<file path="src/rtl/bbox_pkg.sv">
// rtl/bbox_pkg.sv - shared types, defaults and field helpers for the bounding-box decoder
package bbox_pkg;

  typedef enum logic [1:0] {
    WAIT_ID,
    WAIT_TL,
    WAIT_BR,
    HOLD
  } state_t;

  localparam logic [31:0] MSG_ID_DEFAULT = 32'h0052_4242;

  // Coordinate words carry {5'b0, x[10:0], 5'b0, y[10:0]}; these bits must be zero.
  localparam logic [31:0] X_PAD_MASK = 32'hF800_0000;
  localparam logic [31:0] Y_PAD_MASK = 32'h0000_F800;
  localparam logic [31:0] PAD_MASK   = X_PAD_MASK | Y_PAD_MASK;

  function automatic logic [10:0] coord_x(input logic [31:0] word);
    return word[26:16];
  endfunction

  function automatic logic [10:0] coord_y(input logic [31:0] word);
    return word[10:0];
  endfunction

endpackage

</file>
<file path="src/rtl/bbox_msg_decoder_if.sv">
// rtl/bbox_msg_decoder_if.sv - message-in / result-out handshake bundle for the decoder
interface bbox_msg_if;

  logic [31:0] in_data;
  logic        in_valid;
  logic        in_ready;
  logic        out_valid;
  logic        out_ready;
  logic [10:0] out_cx;
  logic [10:0] out_cy;
  logic [10:0] out_w;
  logic [10:0] out_h;
  logic        out_found;

  modport master (
    output in_data,
    output in_valid,
    input  in_ready,
    input  out_valid,
    output out_ready,
    input  out_cx,
    input  out_cy,
    input  out_w,
    input  out_h,
    input  out_found
  );

  modport slave (
    input  in_data,
    input  in_valid,
    output in_ready,
    output out_valid,
    input  out_ready,
    output out_cx,
    output out_cy,
    output out_w,
    output out_h,
    output out_found
  );

endinterface

</file>
<file path="src/rtl/bbox_coord_check.sv">
// rtl/bbox_coord_check.sv - combinational padding and frame-range check of a coordinate word
module bbox_coord_check
  import bbox_pkg::*;
#(
  parameter int unsigned IMAGE_W = 640,
  parameter int unsigned IMAGE_H = 480
) (
  input  logic [31:0] word_i,
  output logic        legal_o,
  output logic [10:0] x_o,
  output logic [10:0] y_o
);

  logic pad_ok;
  logic x_ok;
  logic y_ok;

  assign x_o    = coord_x(word_i);
  assign y_o    = coord_y(word_i);
  assign pad_ok = ((word_i & PAD_MASK) == 32'd0);
  assign x_ok   = (32'(x_o) < IMAGE_W);
  assign y_ok   = (32'(y_o) < IMAGE_H);

  assign legal_o = pad_ok && x_ok && y_ok;

endmodule

</file>
<file path="src/rtl/bbox_msg_decoder.sv">
// rtl/bbox_msg_decoder.sv - decodes header/top-left/bottom-right messages into a registered box result
module bbox_msg_decoder
  import bbox_pkg::*;
#(
  parameter logic [31:0] MSG_ID  = MSG_ID_DEFAULT,
  parameter int unsigned IMAGE_W = 640,
  parameter int unsigned IMAGE_H = 480,
  parameter int unsigned MIN_DIM = 4
) (
  input  logic        clk,
  input  logic        reset_n,
  bbox_msg_if.slave   bus,
  output logic [7:0]  err_count,
  output logic [15:0] msg_count
);

  state_t      state_q;
  logic [10:0] x_min_q;
  logic [10:0] y_min_q;
  logic [10:0] cx_q;
  logic [10:0] cy_q;
  logic [10:0] w_q;
  logic [10:0] h_q;
  logic        found_q;
  logic        out_valid_q;
  logic [7:0]  err_q;
  logic [15:0] msg_q;

  logic        word_acc;
  logic        is_hdr;
  logic        coord_legal;
  logic [10:0] word_x;
  logic [10:0] word_y;
  logic [7:0]  err_inc;

  logic [11:0] w_full;
  logic [11:0] h_full;
  logic [11:0] sum_x;
  logic [11:0] sum_y;
  logic        box_found;

  bbox_coord_check #(
    .IMAGE_W (IMAGE_W),
    .IMAGE_H (IMAGE_H)
  ) u_coord_check (
    .word_i  (bus.in_data),
    .legal_o (coord_legal),
    .x_o     (word_x),
    .y_o     (word_y)
  );

  // Gated by reset_n so the port reads 0 during reset and 1 right after release.
  assign bus.in_ready = reset_n && (state_q != HOLD);
  assign word_acc     = bus.in_valid && bus.in_ready;
  assign is_hdr       = (bus.in_data == MSG_ID);
  assign err_inc      = (err_q == 8'hFF) ? err_q : err_q + 8'd1;

  // Box geometry from the latched top-left and the bottom-right word currently on the bus.
  always_comb begin
    w_full    = {1'b0, word_x} - {1'b0, x_min_q} + 12'd1;
    h_full    = {1'b0, word_y} - {1'b0, y_min_q} + 12'd1;
    sum_x     = {1'b0, x_min_q} + {1'b0, word_x};
    sum_y     = {1'b0, y_min_q} + {1'b0, word_y};
    box_found = (word_x >= x_min_q) && (word_y >= y_min_q) &&
                (32'(w_full) >= MIN_DIM) && (32'(h_full) >= MIN_DIM);
  end

  always_ff @(posedge clk) begin
    if (!reset_n) begin
      state_q     <= WAIT_ID;
      x_min_q     <= '0;
      y_min_q     <= '0;
      cx_q        <= '0;
      cy_q        <= '0;
      w_q         <= '0;
      h_q         <= '0;
      found_q     <= 1'b0;
      out_valid_q <= 1'b0;
      err_q       <= '0;
      msg_q       <= '0;
    end else begin
      case (state_q)
        WAIT_ID: begin
          if (word_acc) begin
            if (is_hdr) begin
              state_q <= WAIT_TL;
            end else begin
              err_q <= err_inc;
            end
          end
        end
        WAIT_TL: begin
          if (word_acc) begin
            if (is_hdr) begin
              err_q   <= err_inc;
              state_q <= WAIT_TL;
            end else if (!coord_legal) begin
              err_q   <= err_inc;
              state_q <= WAIT_ID;
            end else begin
              x_min_q <= word_x;
              y_min_q <= word_y;
              state_q <= WAIT_BR;
            end
          end
        end
        WAIT_BR: begin
          if (word_acc) begin
            if (is_hdr) begin
              err_q   <= err_inc;
              state_q <= WAIT_TL;
            end else if (!coord_legal) begin
              err_q   <= err_inc;
              state_q <= WAIT_ID;
            end else begin
              // An inverted or undersized box is still a result, reported as not found.
              found_q     <= box_found;
              cx_q        <= box_found ? 11'(sum_x >> 1) : 11'd0;
              cy_q        <= box_found ? 11'(sum_y >> 1) : 11'd0;
              w_q         <= box_found ? 11'(w_full) : 11'd0;
              h_q         <= box_found ? 11'(h_full) : 11'd0;
              out_valid_q <= 1'b1;
              state_q     <= HOLD;
            end
          end
        end
        HOLD: begin
          if (bus.out_ready) begin
            out_valid_q <= 1'b0;
            msg_q       <= msg_q + 16'd1;
            state_q     <= WAIT_ID;
          end
        end
        default: begin
          state_q     <= WAIT_ID;
          out_valid_q <= 1'b0;
        end
      endcase
    end
  end

  assign bus.out_valid = out_valid_q;
  assign bus.out_cx    = cx_q;
  assign bus.out_cy    = cy_q;
  assign bus.out_w     = w_q;
  assign bus.out_h     = h_q;
  assign bus.out_found = found_q;
  assign err_count     = err_q;
  assign msg_count     = msg_q;

endmodule

</file>
<file path="src/flat_wrapper.sv">
// flat-port wrapper written by rule: the top's interface ports become plain ports
module bbox_msg_decoder_flat import bbox_pkg::*;
#(
  parameter logic [31:0] MSG_ID  = MSG_ID_DEFAULT,
  parameter int unsigned IMAGE_W = 640,
  parameter int unsigned IMAGE_H = 480,
  parameter int unsigned MIN_DIM = 4
)
  (clk, reset_n, err_count, msg_count, bus_in_data, bus_in_valid, bus_in_ready, bus_out_valid, bus_out_ready, bus_out_cx, bus_out_cy, bus_out_w, bus_out_h, bus_out_found);
  bbox_msg_if bus_i ();
  input  logic clk;
  input  logic reset_n;
  output logic [7:0] err_count;
  output logic [15:0] msg_count;
  input wire logic [$bits(bus_i.in_data)-1:0] bus_in_data;
  input wire logic [$bits(bus_i.in_valid)-1:0] bus_in_valid;
  output wire logic [$bits(bus_i.in_ready)-1:0] bus_in_ready;
  output wire logic [$bits(bus_i.out_valid)-1:0] bus_out_valid;
  input wire logic [$bits(bus_i.out_ready)-1:0] bus_out_ready;
  output wire logic [$bits(bus_i.out_cx)-1:0] bus_out_cx;
  output wire logic [$bits(bus_i.out_cy)-1:0] bus_out_cy;
  output wire logic [$bits(bus_i.out_w)-1:0] bus_out_w;
  output wire logic [$bits(bus_i.out_h)-1:0] bus_out_h;
  output wire logic [$bits(bus_i.out_found)-1:0] bus_out_found;
  assign bus_i.in_data = bus_in_data;
  assign bus_i.in_valid = bus_in_valid;
  assign bus_in_ready = bus_i.in_ready;
  assign bus_out_valid = bus_i.out_valid;
  assign bus_i.out_ready = bus_out_ready;
  assign bus_out_cx = bus_i.out_cx;
  assign bus_out_cy = bus_i.out_cy;
  assign bus_out_w = bus_i.out_w;
  assign bus_out_h = bus_i.out_h;
  assign bus_out_found = bus_i.out_found;
  bbox_msg_decoder #(.MSG_ID(MSG_ID), .IMAGE_W(IMAGE_W), .IMAGE_H(IMAGE_H), .MIN_DIM(MIN_DIM)) u_core (.clk(clk), .reset_n(reset_n), .bus(bus_i), .err_count(err_count), .msg_count(msg_count));
endmodule
</file>
<file path="config.mk">
export PLATFORM = sky130hd
export DESIGN_NAME = bbox_msg_decoder_flat
export DESIGN_NICKNAME = d
export VERILOG_FILES = /design/src/rtl/bbox_pkg.sv /design/src/rtl/bbox_msg_decoder_if.sv /design/src/rtl/bbox_coord_check.sv /design/src/rtl/bbox_msg_decoder.sv /design/src/flat_wrapper.sv
export SDC_FILE = /design/constraint.sdc
export NUM_CORES = 1
export LEC_CHECK = 0
export ABC_AREA = 1
export BUFFER_PORTS_ARGS = -buffer_cell sky130_fd_sc_hd__buf_4
export CAP_MARGIN = 20
export CORE_UTILIZATION = 25
export DETAILED_ROUTE_END_ITERATION = 6
export HOLD_SLACK_MARGIN = 0.12
export MAX_ROUTING_LAYER = met4
export SKIP_CTS_REPAIR_TIMING = 1
export SLEW_MARGIN = 25
export SYNTH_ARGS = -nofsm -noshare
export SYNTH_HDL_FRONTEND = slang
export SYNTH_HIERARCHICAL = 1
export SYNTH_SLANG_ARGS = --single-unit
</file>
<file path="constraint.sdc">
create_clock -name clk -period 6 [get_ports clk]
set_input_delay 1.2 -clock clk [delete_from_list [all_inputs] [get_ports clk]]
set_output_delay 1.2 -clock clk [all_outputs]
set_load 0.01 [all_outputs]
</file>
Word level (Yosys, flattened, before mapping) --
Cells that the tools add are included.
Word-level totals: input bits 36, memories 0, ROM bits 0, RAM bits 0, latch bits 0, bits in registers 94, word-level logic and storage cells 86, output and inout bits 71
Operators by class: order comparisons 6, eq/ne operators 16, muxes and demuxes 26, shift-type cells 0, $add $sub $neg 8, bitwise logic cells 1, div/mod/pow operators 0, reductions and logical operators 18, multiply operators 0
Operator list (count):
- 8-bit 2-to-1 mux | 6
- 11-bit 2-to-1 mux | 4
- 32-bit by 23-bit == test with 1-bit output (second input constant) | 1
- 32-bit logical NOT | 1
- 11-bit by 11-bit adder with 12-bit output | 2
- 12-bit by 1-bit adder with 12-bit output (second input constant) | 2
- 12-bit by 3-bit >= comparator with 1-bit output (second input constant) | 2
- 11-bit by 11-bit subtractor with 12-bit output | 2
- 11-bit >= comparator | 2
- 2-bit 2-to-1 mux | 9
- 16-bit by 1-bit adder with 16-bit output (second input constant) | 1
- 8-bit one-hot mux with 2 select lines | 1
- 5-bit AND reduction | 3
- 2-bit by 1-bit != test with 1-bit output (second input constant) | 6
- 11-bit by 10-bit less-than comparator with 1-bit output (second input constant) | 1
- 11-bit by 9-bit less-than comparator with 1-bit output (second input constant) | 1
- 8-bit by 1-bit adder with 8-bit output (second input constant) | 1
- 8-bit == test (second input constant) | 1
- 2-bit != test (second input constant) | 4
- 2-bit one-hot mux with 4 select lines | 1
- 4-bit AND reduction | 2
- 1-bit logical AND | 7
- 2-bit == test (second input constant) | 2
- 1-bit 2-to-1 mux | 4
- other kinds (8) | 9

Depth between registers and ports, before layout --
depth in word-level cells 7, gate-level depth with buffers 20, depth with buffers taken out 19

Cells and area by module --
The synthesis kept the hierarchy.
Modules (own cells, without submodules):
- bbox_msg_decoder | area each 7061.8 µm², cells an instance 1004, sequential area each 1881.8 µm², times used 1
- bbox_coord_check | area each 240.2 µm², cells an instance 40, sequential area each 0.0 µm², times used 1

Worst setup path after synthesis --
Ideal clock, no wire load.
path type input to register, start in bus_in_data[1], end reg u_core.h_q[2], in the netlist u_core/bus.out_h[2], arrival 3.384 ns, slack 2.484 ns, stages 15, setup time 0.132 ns, required time 5.868 ns, buffers on the path 2, cell sequence buf_4 > ha_1 > inv_1 > ha_1 > fa_1 > nand3b_1 > a21oi_1 > nand2_1 > nor2_1 > nand3_1 > nor2_1 > nand3_2 > buf_6 > nand4_1 > a21oi_1
On the way: longest elaborated chain between the ends 5, elaborated cells between the ends (all ways) 13, those cells by class 2 x add/sub; 3 x order compare; 1 x eq/ne; 1 x mux; 1 x bitwise; 5 x reduce/logical
RTL lines:
- start: declaration | RTL line flat_wrapper.sv:15 | input wire logic [$bits(bus_i.in_data)-1:0] bus_in_data;
- 11-bit by 11-bit subtractor with 12-bit output / 11-bit >= comparator (equally long branches) | RTL line bbox_msg_decoder.sv:61, bbox_msg_decoder.sv:64
- 12-bit by 1-bit adder with 12-bit output / 1-bit logical AND (equally long branches) | RTL line bbox_msg_decoder.sv:61, bbox_msg_decoder.sv:64
- 12-bit by 3-bit >= comparator with 1-bit output / 1-bit logical AND (equally long branches) | RTL line bbox_msg_decoder.sv:65, bbox_msg_decoder.sv:64
- 1-bit logical AND | RTL line bbox_msg_decoder.sv:65 | (32'(w_full) >= MIN_DIM) && (32'(h_full) >= MIN_DIM);
- 11-bit 2-to-1 mux | RTL line bbox_msg_decoder.sv:121 | h_q <= box_found ? 11'(h_full) : 11'd0;
- end signal: assignment | RTL line bbox_msg_decoder.sv:121
- end: declaration | RTL line bbox_msg_decoder.sv:23 | logic [10:0] h_q;
Parallel ways exist; a longest one is shown, timed or not. A chain may end at the register's enable or synchronous reset.

Final worst setup path --
start in bus_in_data[1], end reg u_core.w_q[3], in the netlist u_core/bus.out_w[3]
On the way: longest elaborated chain between the ends 5, elaborated cells between the ends (all ways) 13, those cells by class 2 x add/sub; 3 x order compare; 1 x eq/ne; 1 x mux; 1 x bitwise; 5 x reduce/logical
RTL lines:
- 11-bit by 11-bit subtractor with 12-bit output / 11-bit >= comparator (equally long branches) | RTL line bbox_msg_decoder.sv:61, bbox_msg_decoder.sv:64
- 12-bit by 1-bit adder with 12-bit output / 1-bit logical AND (equally long branches) | RTL line bbox_msg_decoder.sv:61, bbox_msg_decoder.sv:64
- 12-bit by 3-bit >= comparator with 1-bit output / 1-bit logical AND (equally long branches) | RTL line bbox_msg_decoder.sv:65, bbox_msg_decoder.sv:64
- 1-bit logical AND | RTL line bbox_msg_decoder.sv:65
- 11-bit 2-to-1 mux | RTL line bbox_msg_decoder.sv:120 | w_q <= box_found ? 11'(w_full) : 11'd0;
- end signal: assignment | RTL line bbox_msg_decoder.sv:120
- end: declaration | RTL line bbox_msg_decoder.sv:22 | logic [10:0] w_q;
Parallel ways exist; a longest one is shown, timed or not.

==> results.yml <==
power_and_ir_drop:
  vdd_drop_max_v: 0.000136
  power.internal_uw: 1010
  pwr-share-comb_pct: 16.8
  p_per_area_nw_per_um2: 174
  p_sw_uw: 467
  pwr-share-seq_pct: 42.5
  switching_share_pct: 31.7
  clockPowerShare_pct: 40.8
  p_leak_uw: 0.00383
final_layout:
  antenna_cells: 0
  finalNonFillerCells: 1496
  drive_gt1_share_pct: 14.6
  area_growth_pct: 16.4
  design_area_um2: 8500
  nNetsFinal: 1228
detailed_routing:
  drt_iter0_drc: 409
  drtPass1Iterations: 7
  drcViolationCount: 0
  antenna_left: 0
  vias: 6858
  drt-total-wl_um: 21100
  vias_per_cell: 4.58
  wl_per_cell_um: 14.1
floorplanning:
  die_w_um: 173
  dieHeight_um: 173
  die_area_um2: 29900
  rows: 62
  core-area_um2: 28700
  initial_core_util_pct: 25.4
  io_pins: 107
sta:
  worst-slew-pin-transition_ns: 0.992
  min_period_ns: 4.11
  tns_ns: 0
  finalHoldViolations: 0
  rsz0062_at_grt: "false"
  drv_slew: 0
  fmax_mhz: 243
  relSlewSlack_pct: 33.8
  skew_ns: 0.0141
  setup_violations: 0
  period_share_pct: 68.6
synth:
  synth_most_common_cell: "nand2_1"
  synth.top_cell.area_share_pct: 25.8
  ys_ff_latch: 94
  syn-instance-count: 1044
  ys_seq_area_share_pct: 25.8
  synth_top_family_by_area: "simple AND/OR/NAND/NOR gates"
  async_flop_share_pct: 0
  yosys-top-cells-area: "dfxtp_1 (26%), ha_1 (13%), nand2_1 (9.6%), inv_1 (7.6%), a21oi_1 (7.5%)"
  ys_top_cells_by_count: "nand2_1 (186), inv_1 (147), a21oi_1 (110)"
  syn_area_per_cell_um2: 6.99
  synth_compound_area_share_pct: 13.8
  synth_warnings: 6
  synthAdderAreaFrac_pct: 15.7
  syn_area_um2: 7300
  ys_types: 46
  synthSimpleGateAreaFrac_pct: 27.8
  synthMuxAreaShare_pct: 0
  synth-edff-count: 0
  synth_nets: 1165
  synth_xor_area_share_pct: 3.10
  yosys.area.top_type: "dfxtp_1"
  synth_ff_type: "dfxtp_1"
grt:
  grt_max_degree: 55
  grt_remaining_overflow: 0
  grt.total_usage_pct: 14.9
  grt_pass1_vias: 6578
  antenna_found_initial: 0
  grt_pass1_wl_um: 34900
placed_design:
  dp_hpwl_um: 16400
  dp_cells: 1480
  post_dp_cell_area_um2: 8200
  gp_congestion: 0.870
  port-buffer-count: 106
critical_path:
  crit_start: "bus_in_data[1]"
  cp.arrival_ns: 4.33
  worstPathRequired_ns: 6.22
  end_kind: "flip-flop"
  critPathLaunchType: "input port"
  reg2reg_depth: 14
  cp_cell_sequence: "buf_4 -> ha_1 -> inv_1 -> ha_1 -> fa_1 -> nand3b_1 -> a21oi_1 -> nand2_1 -> nor2_1 -> nand3_1 -> nor2_1 -> nand3_2 -> nand4_1 -> a21oi_1"
  crit_path_end: "u_core/bus.out_w[3]"
  regToRegStartpoint: "u_core/y_min_q[1]"
  cp.depth: 14
  cp_slowest_cell: "nand3_2"
  cp_top_family: "simple AND/OR/NAND/NOR gates"
  cpPeakStageDelay_ns: 0.76
  r2r_setup_slack_ns: 2.37
  timing.rr.end: "u_core/bus.out_w[3]"
  worstSetupPathType: "in -> reg"
  cp_max_fo: 44
  worst-path-buf-inv: 2
clock_network:
  clock_path_buffers: 2
  htreeDepth: 3
  cts.sinks: 94
  cts_made_buffers: 9
  clkSlewWorstSetupHoldPaths_ns: 0.08
  root_buffer: "clkbuf_16"
  cts_tree: "done"
  insertion_delay_ns: 0.36
run:
  cap_viol_max_count: 0
worst_hold_path:
  hold_path.class: "reg -> reg"
outcome:
  outcome: "completed"
kinds of logic (layout without fill, tap and decap cells):
kind of cell	count (synthesis)	in the layout
AOI/OAI and AO/OA	188	188
DFF	94	94
xor gates and xnor gates	25	25
buffers and inverters	215	283
adders and majority gates	85	85
and+or+nand+nor	437	437
state kept, by name, indices dropped and copies added, names as in the netlist:
name / count
u_core/err_count: 8
u_core/bus.out_h: 11
u_core/bus.out_valid: 1
u_core/bus.out_cx: 11
u_core/x_min_q: 11
u_core/y_min_q: 11
u_core/bus.out_w: 11
u_core/msg_count: 16
u_core/state_q: 2
u_core/bus.out_found: 1
u_core/bus.out_cy: 11
worst min path at each step:
| stage | slack [ns] | to | from | cells past startpoint |
|---|---|---|---|---|
| after floorplan | 0.45 | u_core/x_min_q[3] | u_core/x_min_q[3] | 2 |
| after global placement | 0.46 | u_core/bus.out_cy[8] | u_core/bus.out_cy[8] | 2 |
| after detailed placement | 0.46 | u_core/bus.out_w[1] | u_core/bus.out_w[1] | 2 |
| after CTS | 0.47 | u_core/bus.out_w[1] | u_core/bus.out_w[1] | 2 |
| after global routing | 0.48 | u_core/bus.out_h[8] | u_core/bus.out_h[8] | 2 |
| final | 0.47 | u_core/bus.out_cx[0] | u_core/bus.out_cx[0] | 2 |
power groups by stage:
stage / Clock [µW] / Combinational, µW / Sequential [µW]
2_1_floorplan: 0 / 180 / 641
3_3_place_gp: 0 / 247 / 641
3_5_place_dp: 0 / 248 / 641
4_1_cts: 626 / 248 / 626
5_1_grt: 648 / 284 / 626
6_report: 601 / 247 / 626
area by class of cell:
type                            instances  area, µm²
Fill cell                            3207      20200
Multi-Input combinational cell        735       4410
Sequential cell                        94       1880
Timing Repair Buffer                  110        826
Inverter                              157        597
Tap cell                              384        480
Clock buffer                            9        225
Clock inverter                          7       75.1
worst register-to-register path, delay by kind of cell (launching register included):
kind	cells	cell delay [ns]
AO/OA/AOI/OAI	2	0.26
adder cells (fa/ha/maj)	3	0.96
AND/OR/NAND/NOR	7	1.70
buffers and inverters	2	0.17
flip-flops	1	0.41
metal layers:
metal	GRT usage [%]	part of all wire (%)	wire length (µm)
met3	1.54	3.3	688
met1	19.6	49	10400
met5	-	0	0
met4	5.20	2.5	516
met2	23.5	45	9480
placed cells by master (no fill, tap or decap), types with 2 or more instances in the layout:
master,n
nand3b_1,4
inv_2,7
inv_1,147
fa_1,11
o31ai_1,3
nor3_2,3
nor2_1,89
xnor2_1,4
a31oi_1,5
nand2_1,186
nor3_1,14
nand4_1,63
nor2_2,5
a221oi_1,4
buf_4,110
inv_8,3
a21oi_1,110
clkbuf_16,9
ha_1,74
nor4_1,3
dfxtp_1,94
o21bai_1,4
nand2_2,6
inv_4,3
xor2_1,20
nand3_1,52
o211ai_1,3
nand3_2,4
o21ai_0,52
o21ai_1,2
stage by stage:
stage	hold WS [ns]	utilization, %	total power (µW)	setup WS, ns
4_1_cts	0.471	29.6	1500	1.92
6_report	0.467	29.6	1470	1.89
3_3_place_gp	0.455	28.6	888	1.53
5_1_grt	0.483	29.6	1560	1.61
3_5_place_dp	0.459	28.6	888	1.56
2_1_floorplan	0.454	-	821	2.48
(Power assumes the default switching activity.)
